### config.mk
export PLATFORM = sky130hd
export DESIGN_NAME = iram_access_ctrl
export DESIGN_NICKNAME = d
export VERILOG_FILES = /design/src/rtl/iram_access_ctrl.sv
export SDC_FILE = /design/constraint.sdc
export NUM_CORES = 1
export LEC_CHECK = 0
export CAP_MARGIN = 25
export CORE_ASPECT_RATIO = 1.75
export CORE_UTILIZATION = 49
export CTS_CLUSTER_DIAMETER = 60
export CTS_CLUSTER_SIZE = 16
export DETAILED_ROUTE_END_ITERATION = 10
export PLACE_DENSITY = 0.89
export REMOVE_ABC_BUFFERS = 1
export SYNTH_ARGS = -nofsm -noshare
export SYNTH_HDL_FRONTEND = slang
export SYNTH_SLANG_ARGS = --single-unit
### constraint.sdc
create_clock -name clk -period 3.6 [get_ports clk]
set_clock_uncertainty 0.15 [all_clocks]
set_input_delay 0.54 -clock clk [delete_from_list [all_inputs] [get_ports clk]]
set_output_delay 0.54 -clock clk [all_outputs]
set_load 0.005 [all_outputs]
### src/rtl/iram_access_ctrl.sv
// iram_access_ctrl: shares one registered-read IRAM between core and debug ports,
// mapping bit addresses to bytes and doing bit writes as read-modify-write.
module iram_access_ctrl #(
  parameter logic [7:0] BIT_BASE   = 8'h20,
  parameter bit         SFR_BIT_EN = 1'b1
) (
  input  logic       clk,
  input  logic       rst,
  input  logic       c_req,
  input  logic       c_wr,
  input  logic       c_bit,
  input  logic [7:0] c_addr,
  input  logic [7:0] c_wdata,
  input  logic       c_wbit,
  output logic       c_ack,
  output logic [7:0] c_rdata,
  output logic       c_rbit,
  input  logic       d_req,
  input  logic       d_wr,
  input  logic       d_bit,
  input  logic [7:0] d_addr,
  input  logic [7:0] d_wdata,
  input  logic       d_wbit,
  output logic       d_ack,
  output logic [7:0] d_rdata,
  output logic       d_rbit,
  output logic       ram_rd,
  output logic       ram_wr,
  output logic [7:0] ram_addr,
  output logic [7:0] ram_wdata,
  input  logic [7:0] ram_rdata,
  output logic       busy
);
  typedef enum logic [2:0] {IDLE, RD, CAP, WR, ACK} state_t;
  state_t state;
  logic own, last_d, served_c, served_d, wr_q, bit_q, wbit_q;
  logic [2:0] idx;
  logic elig_c, elig_d, gnt, gnt_d, sel_wr, sel_bit, sel_wbit, skip;
  logic [7:0] sel_addr, sel_wdata, map_addr, merged;
  always_comb begin
    elig_c    = c_req & ~served_c;
    elig_d    = d_req & ~served_d;
    gnt       = elig_c | elig_d;
    gnt_d     = elig_d & (~elig_c | ~last_d);
    sel_wr    = gnt_d ? d_wr : c_wr;
    sel_bit   = gnt_d ? d_bit : c_bit;
    sel_wbit  = gnt_d ? d_wbit : c_wbit;
    sel_addr  = gnt_d ? d_addr : c_addr;
    sel_wdata = gnt_d ? d_wdata : c_wdata;
    map_addr  = !sel_bit ? sel_addr :
                !sel_addr[7] ? BIT_BASE + {4'b0000, sel_addr[6:3]} : {sel_addr[7:3], 3'b000};
    skip      = sel_bit & sel_addr[7] & ~SFR_BIT_EN;
    merged    = ram_rdata;
    merged[idx] = wbit_q;
  end
  assign busy = (state != IDLE);
  always_ff @(posedge clk) begin
    if (!rst) begin
      state    <= IDLE;
      own      <= 1'b0;
      last_d   <= 1'b1;
      served_c <= 1'b0;
      served_d <= 1'b0;
      wr_q     <= 1'b0;
      bit_q    <= 1'b0;
      wbit_q   <= 1'b0;
      idx      <= 3'd0;
      c_ack    <= 1'b0;
      c_rdata  <= 8'h00;
      c_rbit   <= 1'b0;
      d_ack    <= 1'b0;
      d_rdata  <= 8'h00;
      d_rbit   <= 1'b0;
      ram_rd   <= 1'b0;
      ram_wr   <= 1'b0;
      ram_addr <= 8'h00;
      ram_wdata <= 8'h00;
    end else begin
      c_ack    <= 1'b0;
      d_ack    <= 1'b0;
      served_c <= c_req & (served_c | c_ack);
      served_d <= d_req & (served_d | d_ack);
      case (state)
        IDLE: if (gnt) begin
          own    <= gnt_d;
          last_d <= gnt_d;
          wr_q   <= sel_wr;
          bit_q  <= sel_bit;
          wbit_q <= sel_wbit;
          idx    <= sel_addr[2:0];
          if (skip) begin
            state <= ACK;
            c_ack <= ~gnt_d;
            d_ack <= gnt_d;
            if (!sel_wr && !gnt_d) c_rbit <= 1'b0;
            if (!sel_wr && gnt_d) d_rbit <= 1'b0;
          end else if (sel_wr && !sel_bit) begin
            state     <= WR;
            ram_wr    <= 1'b1;
            ram_addr  <= map_addr;
            ram_wdata <= sel_wdata;
          end else begin
            state    <= RD;
            ram_rd   <= 1'b1;
            ram_addr <= map_addr;
          end
        end
        RD: begin
          ram_rd <= 1'b0;
          state  <= CAP;
        end
        // only bit writes reach CAP with wr_q set
        CAP: if (wr_q) begin
          state     <= WR;
          ram_wr    <= 1'b1;
          ram_wdata <= merged;
        end else begin
          state    <= ACK;
          ram_addr <= 8'h00;
          c_ack    <= ~own;
          d_ack    <= own;
          if (own) begin
            d_rdata <= ram_rdata;
            if (bit_q) d_rbit <= ram_rdata[idx];
          end else begin
            c_rdata <= ram_rdata;
            if (bit_q) c_rbit <= ram_rdata[idx];
          end
        end
        WR: begin
          state     <= ACK;
          ram_wr    <= 1'b0;
          ram_addr  <= 8'h00;
          ram_wdata <= 8'h00;
          c_ack     <= ~own;
          d_ack     <= own;
        end
        default: state <= IDLE;
      endcase
    end
  end
endmodule
* Word level (Yosys, flattened, before mapping)
Index checks and enable logic that the tools add are counted.
** Word-level totals
- Flip-flop bits (word level) :: 51
- Bits of input ports :: 50
** Operators by class
- $lt $le $gt $ge :: 2
- Reductions and logical operators :: 15
- Eq/ne operators :: 8
- Multiplexer cells :: 34
- $add $sub $neg :: 1
- Bitwise logic cells :: 15
** Operators by type and width (number)
- 8-bit two-way mux :: 9
- 8-bit case mux with 3 select lines :: 2
- 1-bit two-way mux :: 12
- 3-bit case mux with 4 select lines :: 1
- 3-bit AND reduction :: 4
- 4-bit AND reduction :: 3
- 2-bit != test (second input constant) :: 5
- 8-bit bitwise mux :: 1
- 6-bit by 4-bit adder with 7-bit output (first input constant) :: 1
- 3-bit by 2-bit == test with 1-bit output (second input constant) :: 2
- 3-bit two-way mux :: 2
- 1-bit inverter :: 6
- 1-bit case mux with 2 select lines :: 3
- 3-bit nonzero test :: 2
- 1-bit bitwise AND :: 5
- 3-bit by 4-bit less-than comparator with 1-bit output (second input constant) :: 1
- 1-bit bitwise OR :: 4
- 1-bit binary-select mux with 3-bit select :: 1
- 1-bit demux with 3-bit select :: 1
- 3-bit by 1-bit == test with 1-bit output (second input constant) :: 1
- 3-bit by 1-bit greater-or-equal comparator with 1-bit output (second input constant) :: 1
- 3-bit logical NOT :: 1
- 1-bit case mux with 3 select lines :: 1
- 1-bit logical AND :: 2
- 4 further kinds :: 4

* Longest topological paths before layout
- Depth after elaboration :: 11
- Depth in mapped cells :: 7
- Mapped depth without buffers :: 5

* Worst setup path after synthesis
No wires, ideal clock.
- Kind :: input to register
- Start point :: in c_req
- End point :: reg ram_wdata[0]
- Path slack :: 1.654 ns
- Library setup time :: 0.132 ns
- Buffers on the path :: 2
- Stages on the path :: 7
- Required time :: 3.318 ns
- Arrival time :: 1.664 ns
- Cell sequence :: nand3b_1 -> buf_4 -> nand2_4 -> buf_2 -> mux2_2 -> o211ai_1 -> a21oi_1
** Between the ends
- Word-level cells in the longest chain between the ends :: 9
** Ends and longest elaborated chain
- from (decl) :: line 9 : input logic c_req,
- 1-bit bitwise AND * :: line 41 : elig_c = c_req & ~served_c;
- 1-bit inverter :: line 44 : gnt_d = elig_d & (~elig_c | ~last_d);
- 1-bit bitwise OR :: line 44
- 1-bit bitwise AND :: line 44
- 1-bit two-way mux :: line 46 : sel_bit = gnt_d ? d_bit : c_bit;
- 1-bit logical NOT :: line 97 : end else if (sel_wr && !sel_bit) begin
- 1-bit logical AND :: line 97
- 2-bit != test (no line)
- 4-bit AND reduction (no line)
- to (signal assigned) :: line 101 : ram_wdata <= sel_wdata;
- to (signal assigned) :: line 116 : ram_wdata <= merged;
- to (decl) :: line 30 : output logic [7:0] ram_wdata,
Every way passes the cells marked *; elsewhere a longest branch is shown, timed or not. The select of a mux whose other input is x is not followed.
A chain may end at the register's enable or synchronous reset.

* Worst setup path in the final report
- Start point :: in c_req
- End point :: reg ram_addr[1]
** Between the ends
- Word-level cells in the longest chain between the ends :: 10
** Ends and longest elaborated chain
- 1-bit bitwise AND * :: line 41
- 1-bit inverter :: line 44
- 1-bit bitwise OR :: line 44
- 1-bit bitwise AND :: line 44
- 8-bit two-way mux :: line 48 : sel_addr = gnt_d ? d_addr : c_addr;
- 6-bit by 4-bit adder with 7-bit output :: line 51 : !sel_addr[7] ? BIT_BASE + {4'b0000, sel_addr[6:3]} : {sel_addr[7:3], 3'b000};
- 8-bit two-way mux :: line 51
- 8-bit two-way mux :: line 50 : map_addr = !sel_bit ? sel_addr :
- 8-bit two-way mux :: line 84 : IDLE: if (gnt) begin
- 8-bit case mux with 3 select lines :: line 83 : case (state)
- to (signal assigned) :: line 100 : ram_addr <= map_addr;
- to (signal assigned) :: line 105 : ram_addr <= map_addr;
- to (decl) :: line 29 : output logic [7:0] ram_addr,
Marked as above.

==> flow_summary.toml <==
[clock_tree]
cts_tree = "done"
hold_buffers = 0
cts_buffers = 5
clk_latency_ns = 0.31
clk_pin_slew_ns = 0.09
clk_path_buf_depth = 2
cts.sinks = 51
cts_root_buffer = "clkbuf_8"
cts_setup_buffers = 0
post_cts_resized = 0
htreeDepth = 2

[detailed_routing]
drt_iter0_drc = 150
wirelength_mm = 6.802
drc = 12
vias = 2441
via_per_inst = 5.968
ant_nets = 0
wl_per_cell_um = 16.63
dr.pass1.iters = 8

[sta]
period_share_pct = 69.19
hold_viol_final = 0
slew_headroom_pct = 31.35
rsz0062_at_grt = "no"
fin_tns_setup_ns = 0
holdWs_ns = 0.3027
period_minus_slack_ns = 2.491
tightest_slew_ns = 1.026
setup_viol = 0
fmax_mhz = 401.5
slew_violations = 0

[final_layout]
nets = 404
utilization_pct = 70.79
n_fill_cell = 400
drive_gt1_share_pct = 8.451
fin_area_mm2 = 0.003553
area_growth_pct = 37.86
antenna_cells = 0

[synthesis]
synthCells = 276
synth_flop_cell = "dfxtp_1"
ys_types = 47
synth_common_cells = "dfxtp_1, nor2_1, mux2i_1, nand2_1, nand3_1"
yosysWarningCount = 0
synth_enable_flop_cells = 0
ys_top_cells_by_area = "dfxtp_1, mux2i_1, nor2_1"
ys_seq_area_share_pct = 39.61
synth.most_common_cell = "dfxtp_1"
avgSynthCellArea_um2 = 9.339
netlist.area_leader.share_pct = 39.61
syn_area_mm2 = 0.002577
async_flop_share_pct = 0
synth_seq_cells = 51
synth_top_area_cell = "dfxtp_1"

[power_and_ir_drop]
pwr-share-clk_pct = 20.6
pwr-share-seq_pct = 44.2
p_comb_share_pct = 35.2
sw_frac_of_total_pct = 33.44
peakVddDrop_uv = 285.7
powerDensity_mw_per_mm2 = 462.7
power_uw = 1644
p_int_uw = 1095
p_sw_uw = 549.8
power.leakage_uw = 0.001383

[setup_path]
slowest_delay_ns = 0.51
r2r_end = "ram_wdata[4]$_SDFFE_PN0P_"
worstSetupPathType = "in -> reg"
cp_slowest_cell = "clkdlybuf4s50_1"
cp_top_family = "simple AND/OR/NAND/NOR gates"
required_ns = 3.66
r2r_slack_ns = 1.36
path_max_fanout = 26
crit_path_start_kind = "input pin"
cp.arrival_ns = 2.55
critPathCaptureType = "flop"
crit_buf_inv = 1
reg2reg_depth = 5
crit_chain = "clkdlybuf4s50_1 > nand3b_1 > nand2_4 > mux2i_1 > o221ai_1 > a32o_1"
r2r_start = "state[1]$_SDFFE_PN0P_"

[placed_design]
detailed_place_hpwl_mm = 5.101
place_area_mm2 = 0.003462
numPortBuffers = 88
globalplace.congestion = 0.8383

[grt]
overflow = 0
grt_start_max_net_pins = 27
track_usage_pct = 25.43
grt_pass1_vias = 2393
grt_first_pass_wirelength_mm = 11.11
antenna_found_initial = 0

[min_path]
hold-path-endpoint = "ram_wdata[1]$_SDFFE_PN0P_"
worstHoldPathType = "reg -> reg"
worstHoldPathCells = 2
worstHoldStart = "ram_wdata[1]$_SDFFE_PN0P_"

[status]
outcome = "finished with violations"
violations = "design-rule violations"

[die]
fp.dieArea_mm2 = 0.005566
num_rows = 34
core_area_mm2 = 0.005020
die_y_um = 97.95
die_w_um = 56.83
io_pins = 89
initial_core_util_pct = 51.35

[run]
maxCapViolations = 0
[per-stage QoR]
step	cells	setup WS, ns
2_1_floorplan	256	1.116
4_1_cts	409	1.141
6_report	409	1.109
3_5_place_dp	401	0.8073
3_3_place_gp	400	0.9028
5_1_grt	409	0.9060
[sequential cells by signal, summed over array words and instances, names as in the netlist, 3 cells and up]
name / flops
ram_addr: 8
state: 3
d_rdata: 8
ram_wdata: 8
c_rdata: 8
idx: 3
[power by group through the flow]
stage | Sequential, uW | Combinational [uW] | Clock (uW)
global placement | 732 | 561 | 0
finish | 726 | 579 | 339
floorplan | 721 | 330 | 0
detailed placement | 737 | 577 | 0
CTS | 724 | 580 | 347
global route | 739 | 632 | 372
[worst max path at each step]
| stage | endpoint | depth (start not counted) | slack [ns] | from |
|---|---|---|---|---|
| after CTS | ram_addr[1]$_SDFFE_PN0P_ | 6 | 1.14 | c_req |
| after floorplan | c_rbit$_SDFFE_PN0P_ | 4 | 1.12 | state[1]$_SDFFE_PN0P_ |
| after global routing | state[1]$_SDFFE_PN0P_ | 6 | 0.91 | d_req |
| final | ram_addr[1]$_SDFFE_PN0P_ | 6 | 1.11 | c_req |
| after global placement | ram_wdata[6]$_SDFFE_PN0P_ | 6 | 0.90 | c_req |
| after detailed placement | ram_addr[1]$_SDFFE_PN0P_ | 6 | 0.81 | c_req |
[cell usage in the layout, fill, tap and decap left out, types with 3 or more instances in the layout]
cell type	n
a21oi_1	11
a22oi_1	3
a311oi_1	7
a32o_1	4
and2_1	3
clkbuf_8	5
clkdlybuf4s50_1	88
dfxtp_1	51
inv_1	5
mux2_2	9
mux2i_1	29
nand2_1	16
nand2b_1	10
nand3_1	14
nand3b_1	4
nor2_1	33
nor3b_1	4
o211ai_1	10
o21ai_0	11
[routing by layer]
metal  track usage, %  vias up  part of all wire, %  routed length [um]
met5                0        -                    0                   0
met3            3.444       15                  5.1                 344
met1            27.93     1155                   37                2512
met2            45.97      103                   55                3717
met4            13.88        0                  3.4                 228
li1                 -     1168                    -                   -
[area by class of cell]
cell class                 instances  area (um2)  area share (%)
tap                               54       67.56           1.901
inverter                           5       18.77          0.5282
timing repair buffer              91       910.9           25.63
clock buffer                       5       68.82           1.937
clock inverter                     3       22.52          0.6338
multi-input combinational        200        1444           40.63
sequential                        51        1021           28.73
[logic make-up (layout without fill, tap and decap cells)]
logic type | after synthesis | count (layout) | synth area share (%)
and+or+nand+nor | 96 | 96 | 19.56
buffers and inverters | 25 | 104 | 4.611
AOI/OAI and AO/OA | 64 | 64 | 19.27
DFF | 51 | 51 | 39.61
muxes | 40 | 40 | 16.94
[worst reg2reg max path, cell delays in order, from the launching register on]
cell	delay, ns
dfxtp_1	0.51
inv_1	0.10
nor2_1	0.78
o21ai_0	0.30
o211ai_1	0.18
a21oi_1	0.08
No activity file was read; power rests on OpenSTA's default activity.
